`src/rtl/alarm_pkg.sv`:
```
// Shared types and constants for the alarm controller slice.
package alarm_pkg;

  typedef enum logic [1:0] {
    IDLE    = 2'd0,
    ARMED   = 2'd1,
    RINGING = 2'd2,
    SNOOZE  = 2'd3
  } alarm_state_e;

  localparam int HOUR_MAX = 23;
  localparam int MIN_MAX  = 59;
  localparam int CNT_W    = 10;

  // True when an hour/minute pair is a legal 24 h clock time
  function automatic logic time_valid(input logic [5:0] h, input logic [5:0] m);
    return (int'(h) <= HOUR_MAX) && (int'(m) <= MIN_MAX);
  endfunction

endpackage

```
`src/rtl/alarm_controller_if.sv`:
```
// Signal bundle between the timekeeping/user side (master) and the alarm controller (slave).
interface alarm_controller_if;
  logic       tick_1hz;
  logic [5:0] hours;
  logic [5:0] minutes;
  logic [5:0] seconds;
  logic       alarm_on;
  logic       alarm_load;
  logic [5:0] alarm_hour_in;
  logic [5:0] alarm_minute_in;
  logic       snooze_btn;
  logic       stop_btn;
  logic [5:0] alarm_hour;
  logic [5:0] alarm_minute;
  logic       ringing;
  logic       buzzer;
  logic       snoozing;
  logic [1:0] state;

  modport master (
    output tick_1hz, hours, minutes, seconds, alarm_on, alarm_load,
           alarm_hour_in, alarm_minute_in, snooze_btn, stop_btn,
    input  alarm_hour, alarm_minute, ringing, buzzer, snoozing, state
  );

  modport slave (
    input  tick_1hz, hours, minutes, seconds, alarm_on, alarm_load,
           alarm_hour_in, alarm_minute_in, snooze_btn, stop_btn,
    output alarm_hour, alarm_minute, ringing, buzzer, snoozing, state
  );
endinterface

```
`src/rtl/alarm_match.sv`:
```
// Time-vs-alarm comparator with a one-shot trigger on the first matching clk.
module alarm_match
  import alarm_pkg::*;
(
  input  logic       clk,
  input  logic       reset,
  input  logic [5:0] i_hours,
  input  logic [5:0] i_minutes,
  input  logic [5:0] i_seconds,
  input  logic [5:0] i_alarm_hour,
  input  logic [5:0] i_alarm_minute,
  output logic       o_trigger
);

  logic w_match;
  logic r_match_d;

  assign w_match = (i_hours == i_alarm_hour) && (i_minutes == i_alarm_minute) &&
                   (i_seconds == 6'd0);

  // Delayed match so that a whole second 0 yields a single trigger
  always_ff @(posedge clk or negedge reset) begin
    if (!reset) r_match_d <= 1'b0;
    else        r_match_d <= w_match;
  end

  assign o_trigger = w_match && !r_match_d;

endmodule

```
`src/rtl/alarm_controller.sv`:
```
// Alarm FSM: arm, ring, snooze and timeout around a stored alarm time.
// Optional snooze cap is built when ALARM_SNOOZE_LIMIT_EN is defined.
module alarm_controller
  import alarm_pkg::*;
#(
  parameter int SNOOZE_MIN     = 9,
  parameter int RING_TIMEOUT_S = 60,
  parameter int MAX_SNOOZES    = 3
) (
  input  logic               clk,
  input  logic               reset,
  alarm_controller_if.slave  bus
);

  localparam logic [CNT_W-1:0] SNOOZE_LOAD = CNT_W'(SNOOZE_MIN * 60);
  localparam logic [CNT_W-1:0] RING_LAST   = CNT_W'(RING_TIMEOUT_S - 1);

  alarm_state_e     r_state;
  logic [5:0]       r_alarm_hour;
  logic [5:0]       r_alarm_minute;
  logic [CNT_W-1:0] r_ring_cnt;
  logic [CNT_W-1:0] r_snooze_cnt;
  logic             r_ringing;
  logic             r_buzzer;
  logic             r_snoozing;
  logic             w_trigger;
  logic             w_snooze_ok;
  logic             w_snooze_take;

  alarm_match u_match (
    .clk            (clk),
    .reset          (reset),
    .i_hours        (bus.hours),
    .i_minutes      (bus.minutes),
    .i_seconds      (bus.seconds),
    .i_alarm_hour   (r_alarm_hour),
    .i_alarm_minute (r_alarm_minute),
    .o_trigger      (w_trigger)
  );

  // Latch a new alarm time only when both fields are legal
  always_ff @(posedge clk or negedge reset) begin
    if (!reset) begin
      r_alarm_hour   <= '0;
      r_alarm_minute <= '0;
    end else if (bus.alarm_load && time_valid(bus.alarm_hour_in, bus.alarm_minute_in)) begin
      r_alarm_hour   <= bus.alarm_hour_in;
      r_alarm_minute <= bus.alarm_minute_in;
    end
  end

  // A snooze press is honoured only when nothing of higher priority is active
  assign w_snooze_take = (r_state == RINGING) && bus.alarm_on && !bus.alarm_load &&
                         !bus.stop_btn && bus.snooze_btn && w_snooze_ok;

`ifdef ALARM_SNOOZE_LIMIT_EN
  localparam int USED_W = (MAX_SNOOZES > 3) ? $clog2(MAX_SNOOZES + 1) : 2;
  logic [USED_W-1:0] r_snooze_used;

  // Snoozes taken since the alarm was last armed or disabled
  always_ff @(posedge clk or negedge reset) begin
    if (!reset)                                     r_snooze_used <= '0;
    else if (r_state == IDLE || r_state == ARMED)   r_snooze_used <= '0;
    else if (w_snooze_take)                         r_snooze_used <= r_snooze_used + USED_W'(1);
  end

  assign w_snooze_ok = (r_snooze_used != USED_W'(MAX_SNOOZES));
`else
  logic w_unused_max_snoozes;
  assign w_unused_max_snoozes = (MAX_SNOOZES != 0);
  assign w_snooze_ok = 1'b1;
`endif

  // Single-process FSM: state, counters and registered outputs change together
  always_ff @(posedge clk or negedge reset) begin
    if (!reset) begin
      r_state      <= IDLE;
      r_ring_cnt   <= '0;
      r_snooze_cnt <= '0;
      r_ringing    <= 1'b0;
      r_buzzer     <= 1'b0;
      r_snoozing   <= 1'b0;
    end else if (!bus.alarm_on) begin
      r_state      <= IDLE;
      r_ring_cnt   <= '0;
      r_snooze_cnt <= '0;
      r_ringing    <= 1'b0;
      r_buzzer     <= 1'b0;
      r_snoozing   <= 1'b0;
    end else if (bus.alarm_load && (r_state == RINGING || r_state == SNOOZE)) begin
      r_state    <= ARMED;
      r_ringing  <= 1'b0;
      r_buzzer   <= 1'b0;
      r_snoozing <= 1'b0;
    end else begin
      case (r_state)
        IDLE: r_state <= ARMED;
        ARMED: begin
          if (w_trigger) begin
            r_state    <= RINGING;
            r_ring_cnt <= '0;
            r_ringing  <= 1'b1;
            r_buzzer   <= 1'b1;
          end
        end
        RINGING: begin
          if (bus.stop_btn) begin
            r_state   <= ARMED;
            r_ringing <= 1'b0;
            r_buzzer  <= 1'b0;
          end else if (w_snooze_take) begin
            r_state      <= SNOOZE;
            r_snooze_cnt <= SNOOZE_LOAD;
            r_ringing    <= 1'b0;
            r_buzzer     <= 1'b0;
            r_snoozing   <= 1'b1;
          end else if (bus.tick_1hz) begin
            if (r_ring_cnt == RING_LAST) begin
              r_state   <= ARMED;
              r_ringing <= 1'b0;
              r_buzzer  <= 1'b0;
            end else begin
              r_ring_cnt <= r_ring_cnt + CNT_W'(1);
              r_buzzer   <= ~r_buzzer;
            end
          end
        end
        SNOOZE: begin
          if (bus.tick_1hz && r_snooze_cnt == CNT_W'(1)) begin
            r_state    <= RINGING;
            r_ring_cnt <= '0;
            r_ringing  <= 1'b1;
            r_buzzer   <= 1'b1;
            r_snoozing <= 1'b0;
          end else if (bus.stop_btn) begin
            r_state    <= ARMED;
            r_snoozing <= 1'b0;
          end else if (bus.tick_1hz) begin
            r_snooze_cnt <= r_snooze_cnt - CNT_W'(1);
          end
        end
        default: r_state <= IDLE;
      endcase
    end
  end

  assign bus.alarm_hour   = r_alarm_hour;
  assign bus.alarm_minute = r_alarm_minute;
  assign bus.ringing      = r_ringing;
  assign bus.buzzer       = r_buzzer;
  assign bus.snoozing     = r_snoozing;
  assign bus.state        = r_state;

endmodule

```
`src/flat_wrapper.sv`:
```
// flat-port wrapper written by rule: the top's interface ports become plain ports
module alarm_controller_flat import alarm_pkg::*;
#(
  parameter int SNOOZE_MIN     = 9,
  parameter int RING_TIMEOUT_S = 60,
  parameter int MAX_SNOOZES    = 3
)
  (clk, reset, bus_tick_1hz, bus_hours, bus_minutes, bus_seconds, bus_alarm_on, bus_alarm_load, bus_alarm_hour_in, bus_alarm_minute_in, bus_snooze_btn, bus_stop_btn, bus_alarm_hour, bus_alarm_minute, bus_ringing, bus_buzzer, bus_snoozing, bus_state);
  alarm_controller_if bus_i ();
  input  logic clk;
  input  logic reset;
  input wire logic [$bits(bus_i.tick_1hz)-1:0] bus_tick_1hz;
  input wire logic [$bits(bus_i.hours)-1:0] bus_hours;
  input wire logic [$bits(bus_i.minutes)-1:0] bus_minutes;
  input wire logic [$bits(bus_i.seconds)-1:0] bus_seconds;
  input wire logic [$bits(bus_i.alarm_on)-1:0] bus_alarm_on;
  input wire logic [$bits(bus_i.alarm_load)-1:0] bus_alarm_load;
  input wire logic [$bits(bus_i.alarm_hour_in)-1:0] bus_alarm_hour_in;
  input wire logic [$bits(bus_i.alarm_minute_in)-1:0] bus_alarm_minute_in;
  input wire logic [$bits(bus_i.snooze_btn)-1:0] bus_snooze_btn;
  input wire logic [$bits(bus_i.stop_btn)-1:0] bus_stop_btn;
  output wire logic [$bits(bus_i.alarm_hour)-1:0] bus_alarm_hour;
  output wire logic [$bits(bus_i.alarm_minute)-1:0] bus_alarm_minute;
  output wire logic [$bits(bus_i.ringing)-1:0] bus_ringing;
  output wire logic [$bits(bus_i.buzzer)-1:0] bus_buzzer;
  output wire logic [$bits(bus_i.snoozing)-1:0] bus_snoozing;
  output wire logic [$bits(bus_i.state)-1:0] bus_state;
  assign bus_i.tick_1hz = bus_tick_1hz;
  assign bus_i.hours = bus_hours;
  assign bus_i.minutes = bus_minutes;
  assign bus_i.seconds = bus_seconds;
  assign bus_i.alarm_on = bus_alarm_on;
  assign bus_i.alarm_load = bus_alarm_load;
  assign bus_i.alarm_hour_in = bus_alarm_hour_in;
  assign bus_i.alarm_minute_in = bus_alarm_minute_in;
  assign bus_i.snooze_btn = bus_snooze_btn;
  assign bus_i.stop_btn = bus_stop_btn;
  assign bus_alarm_hour = bus_i.alarm_hour;
  assign bus_alarm_minute = bus_i.alarm_minute;
  assign bus_ringing = bus_i.ringing;
  assign bus_buzzer = bus_i.buzzer;
  assign bus_snoozing = bus_i.snoozing;
  assign bus_state = bus_i.state;
  alarm_controller #(.SNOOZE_MIN(SNOOZE_MIN), .RING_TIMEOUT_S(RING_TIMEOUT_S), .MAX_SNOOZES(MAX_SNOOZES)) u_core (.clk(clk), .reset(reset), .bus(bus_i));
endmodule
```
`config.mk`:
```
export PLATFORM = sky130hd
export DESIGN_NAME = alarm_controller_flat
export DESIGN_NICKNAME = d
export VERILOG_FILES = /design/src/rtl/alarm_pkg.sv /design/src/rtl/alarm_controller_if.sv /design/src/rtl/alarm_match.sv /design/src/rtl/alarm_controller.sv /design/src/flat_wrapper.sv
export SDC_FILE = /design/constraint.sdc
export NUM_CORES = 1
export LEC_CHECK = 0
export ABC_AREA = 0
export ABC_CLOCK_PERIOD_IN_PS = 2550
export CAP_MARGIN = 15
export CORE_ASPECT_RATIO = 1.4
export CORE_MARGIN = 5
export CORE_UTILIZATION = 45
export CTS_BUF_LIST = sky130_fd_sc_hd__clkbuf_4
export DETAILED_ROUTE_END_ITERATION = 7
export DONT_BUFFER_PORTS = 1
export PLACE_DENSITY = 0.67
export SYNTH_ARGS = -nofsm -noshare
export SYNTH_HDL_FRONTEND = slang
export SYNTH_SLANG_ARGS = --single-unit
```
`constraint.sdc`:
```
create_clock -name clk -period 2.55 [get_ports clk]
set_input_delay 0.3825 -clock clk [delete_from_list [all_inputs] [get_ports clk]]
set_output_delay 0.3825 -clock clk [all_outputs]
set_load 0.01 [all_outputs]
```
---- Word-level counts from Yosys, hierarchy flattened ----
Cells that the tools add are included.
word-level totals
  register bits after elaboration ......... 38
  word-level logic and storage cells ...... 116
operators by class
  $add $sub $neg .......................... 2
  order comparisons ....................... 2
  equality and inequality tests ........... 29
  multiplexer cells ....................... 50
  bitwise logic cells ..................... 1
  reduce and logical (&&, ||, !) cells .... 23
operator list
  operator               count
  $mux 10                15
  $pmux 10 s3            1
  $ne 3x3->1 const B     9
  $mux 1                 20
  $pmux 10 s2            1
  $mux 2                 9
  $eq 6x6->1             2
  $ne 6x5->1 const B     2
  $reduce_and 4->1       3
  $logic_and 1x1->1      11
  $add 10x1->10 const B  1
  $eq 10x1->1 const B    1
  $eq 10x6->1 const B    1
  $sub 10x1->10 const B  1
  $ne 4x1->1 const B     2
  $ne 4x3->1 const B     2
  $ne 4x4->1 const B     2
  $pmux 2 s4             1
  $reduce_and 8->1       1
  $reduce_and 7->1       1
  $le 6x5->1 const B     1
  $le 6x6->1 const B     1
  $logic_not 6->1        1
  $pmux 1 s3             2
  other kinds (13)       16

---- Longest topological paths before layout ----
  depth after elaboration ................. 10
  gate-level depth with buffers ........... 8
  gate-level depth less buffers ........... 7

---- Cells and area by module ----
Synthesis repeated with hierarchy kept, for this count alone.
unflattened totals
  cell total of the unflattened synthesis .. 250
  area total of the unflattened synthesis .. 2294.7 sq um
by module, submodules not included
  module            times used  cells an instance  area an instance (sq um)
  alarm_controller  1           227                2104.5
  alarm_match       1           23                 190.2

---- Worst setup path after synthesis ----
Ideal clock, no wire load.
  path kind ............................... reg2reg
  from .................................... reg u_core.r_state[0] (netlist: u_core.bus.state[0])
  to ...................................... reg u_core.r_ring_cnt[6]
  data arrival time ....................... 1.786 ns
  slack ................................... 0.638 ns
  cell stages (with the launch flop) ...... 8
  path buffers ............................ 3
  period minus slack after synthesis ...... 1.912 ns
  cells stage by stage .................... dfrtp_1 buf_6 and2_1 buf_6 a221o_1 a22o_1 buf_6 a221o_1
on the way
  word-level cells in the longest chain between the ends .. 7
RTL lines
  item                               RTL line                                                                source
  start, declared                    alarm_controller.sv:18                                                  alarm_state_e r_state;
  start signal, assigned             alarm_controller.sv:77                                                  r_state <= IDLE;
  start signal, assigned             alarm_controller.sv:84                                                  r_state <= IDLE;
  start signal, assigned             alarm_controller.sv:91                                                  r_state <= ARMED;
  $eq 2x2->1                         alarm_controller.sv:53, alarm_controller.sv:90, alarm_controller.sv:96
  $logic_and 1x1->1 (3 in a row)     alarm_controller.sv:53                                                  assign w_snooze_take = (r_state == RINGING) && bus.alarm_on && !bus.alarm_load &&
  $logic_and 1x1->1                  alarm_controller.sv:54                                                  !bus.stop_btn && bus.snooze_btn && w_snooze_ok;
  $ne 3x3->1 (no source line)        n/a
  $reduce_and 8->1 (no source line)  n/a
  end signal, assigned               alarm_controller.sv:123                                                 r_ring_cnt <= r_ring_cnt + CNT_W'(1);
  end, declared                      alarm_controller.sv:21                                                  logic [CNT_W-1:0] r_ring_cnt;
Several ways; a longest one is shown, not always the timed one. The select of a mux whose other input is x is not followed.
A chain may end at the register's enable or synchronous reset.

---- Worst setup path after layout ----
  from .................................... reg u_core.r_alarm_minute[4] (netlist: u_core.bus.alarm_minute[4])
  to ...................................... reg u_core.r_buzzer (netlist: u_core.bus.buzzer)
on the way
  word-level cells in the longest chain between the ends .. 6
RTL lines
  item                               RTL line                 source
  start, declared                    alarm_controller.sv:20   logic [5:0] r_alarm_minute;
  start signal, assigned             alarm_controller.sv:48   r_alarm_minute <= bus.alarm_minute_in;
  $eq 6x6->1                         alarm_match.sv:18        assign w_match = (i_hours == i_alarm_hour) && (i_minutes == i_alarm_minute) &&
  $logic_and 1x1->1 (2 in a row)     alarm_match.sv:18
  $logic_and 1x1->1                  alarm_match.sv:27        assign o_trigger = w_match && !r_match_d;
  $ne 4x3->1 (no source line)        n/a
  $reduce_and 4->1 (no source line)  n/a
  end signal, assigned               alarm_controller.sv:124  r_buzzer <= ~r_buzzer;
  end, declared                      alarm_controller.sv:24   logic r_buzzer;
Every way passes these cells.

==> run metrics <==
fin nets 280; DR pass1 iterations 4; wire length per cell 16.4 um; Cells after Synth 240; Iter 0 DRT Violations 119; H-tree Lvls 2; Final Cell Area 2420 um2; PortBufs 0; CTS max path bufs 2; hold depth 1; synth cell count leaders dfrtp_1, nand2_1, nor2_1, a21oi_1; Post-synth EDFFs 0; Synth area leaders dfrtp_1, mux2_2, xor2_1; Die Y 95.0 um; CTS root buffer clkbuf_4; CP Data Required Time 2.78 ns; Final min period 2.11 ns; DRT Wirelength 5.04 mm; Worst Clk Skew 0.00843 ns; GPL Wtd Cong 0.801; warnings from Yosys 0; max_cap viols 0; global-route wire length before repair 8.56 mm; Avg Inst Size Synth 9.69 um2; Max Fclk 473 MHz; CTS tree done; final number of hold-violating endpoints 0; CP Cell Sequence xor2_1, nor4_2, nand4_1, a221oi_1, mux2_2; combined buffer and inverter count along the critical path 0; area growth from synthesis to layout 4.14%; # resized after CTS 0; initial antenna violation count 0; Synth Cell Area 2320 um2; Slew Limit Headroom 0.665; crit end category flip-flop; Power per Cell Area 497 nW/um2; core box area 5080 um2; Leak Pwr 0.00106 uW; largest delay contributor family on the critical path simple AND/OR/NAND/NOR gates; RSZ-0062 raised after global routing no; total CTS buffers 5; Clock transition at path regs 0.11 ns; DP Area 2340 um2; Yosys top cell area share 0.409; dpl hpwl 3.88 mm; FP Rows 31; status finished, final reports clean; n_diodes 0; worst min path class in2reg; drt via density 5.94; antenna-violating nets left 0; I/O pin count 54; synthesized net count 280; VDD IR max 223 uV; sequential area share after synthesis 0.409; Crit Path Max Fanout 5; post-synthesis register bit count 38; final setup violating endpoints 0; final period utilization 0.829; DIE AREA 6720 um2; GRT Total Usage 0.158; R2R depth 5; crit path launch type flip-flop; Worst Max-Slew Pin Slew 0.503 ns; most frequent cell after synthesis dfrtp_1; Sink Count 38; sequential cell area 951 um2; Async SR Flop Fraction 1.00; setup_tns 0 ns; total grt overflow 0; Final Max Slew Viols 0; layout cells sized above 1 0.149; DRC Markers 0; Vias 1824; vias in the first global route 1800; stages on the worst setup path 5; layout filler cell count 477; slowest stage cell, crit path dfrtp_1; Multi-input gate area 1260 um2; Worst-Skew Late Latency 0.34 ns; arrival time at the worst endpoint 2.34 ns; largest net degree at the start of global routing 39; initial cell density of the core 0.458; post-synthesis cell type count 53; Die X 70.7 um; Crit Path Category reg2reg; Synth Flop Type dfrtp_1; Synth area leader dfrtp_1; CP max stage delay 0.45 ns
## cell type report
cell class / instances / share of cell area
Inverter: 9 / 0.0140
Sequential cell: 38 / 0.393
Clock buffer: 5 / 0.0155
Timing Repair Buffer: 3 / 0.0155
Multi-Input combinational cell: 183 / 0.521
Tap cell: 66 / 0.0341
Clock inverter: 3 / 0.00672
## flip-flops by register name (all words and copies together), names as in the netlist, 2 cells and up
register,flops
u_core.r_ring_cnt,10
u_core.bus.alarm_minute,6
u_core.bus.state,2
u_core.r_snooze_cnt,10
u_core.bus.alarm_hour,6
## report_power, final
part / internal (uW) / switching [uW]
combinational: 89.1 / 90.6
clock: 103 / 199
sequential: 648 / 75.9
total: 839 / 365
## what timing repair did
item,in CTS,in global routing
buffers inserted,0,0
hold endpoints to repair,38,0
hold buffers,2,0
## per-stage QoR
| stage | std cells | total power (uW) | hold slack, ns | worst slack [ns] | utilization |
|---|---|---|---|---|---|
| finish | 307 | 1200 | 0.173 | 0.436 | 0.476 |
| detailed placement | 297 | 902 | 0.0881 | 0.426 | 0.460 |
| global placement | 297 | 899 | 0.0880 | 0.451 | 0.460 |
| floorplan | 240 | 878 | 0.0869 | 0.638 | - |
| global route | 307 | 1280 | 0.155 | 0.296 | 0.476 |
| CTS | 307 | 1230 | 0.163 | 0.406 | 0.476 |
## layer usage
metal  part of all wire  wire, um  global-route usage  vias to the layer above
met5                  0         0                   0                        -
met4              0.023       114              0.0596                        0
met3              0.047       237              0.0454                       10
met2               0.53      2670               0.288                       36
met1               0.40      2020               0.174                      879
li1                   -         -                   -                      899
## worst paths after layout
kind | startpoint | endpoint | slack, ns
hold / removal | bus_alarm_on | u_core.r_snooze_cnt[9]$_DFFE_PN0P_ | 0.17
min in group asynchronous | reset | u_core.bus.alarm_hour[1]$_DFFE_PN0P_ | 0.48
setup / recovery | u_core.bus.alarm_minute[4]$_DFFE_PN0P_ | u_core.bus.buzzer$_DFFE_PN0P_ | 0.44
hold reg to reg | u_core.r_snooze_cnt[0]$_DFFE_PN0P_ | u_core.r_snooze_cnt[0]$_DFFE_PN0P_ | 0.55
max in group asynchronous | reset | u_core.r_snooze_cnt[3]$_DFFE_PN0P_ | 1.87
setup reg to reg | u_core.bus.alarm_minute[4]$_DFFE_PN0P_ | u_core.bus.buzzer$_DFFE_PN0P_ | 0.44
## kinds of logic after synthesis
group           share of synthesized area
compound gates                      0.180
buf+inv                            0.0479
mux                                0.0533
flops                               0.409
fa+ha+maj                          0.0161
xor+xnor                           0.0452
simple gates                        0.249
## cells in the final DEF (no fill, tap or decap), types with 3 or more instances in the layout
cell type / count
nor4_1: 3
nor3_1: 12
xor2_1: 10
nand2_1: 19
or3_1: 4
inv_1: 9
mux2_2: 11
nand3_1: 5
clkbuf_4: 5
a211o_1: 6
and3b_1: 3
and3_1: 7
nand2b_1: 4
nand4_1: 5
nor2_1: 14
a21oi_1: 13
ha_1: 3
nand3b_1: 3
o21ai_0: 12
o31ai_1: 6
and2_1: 3
dfrtp_1: 38
No activity file was read; power rests on OpenSTA's default activity.
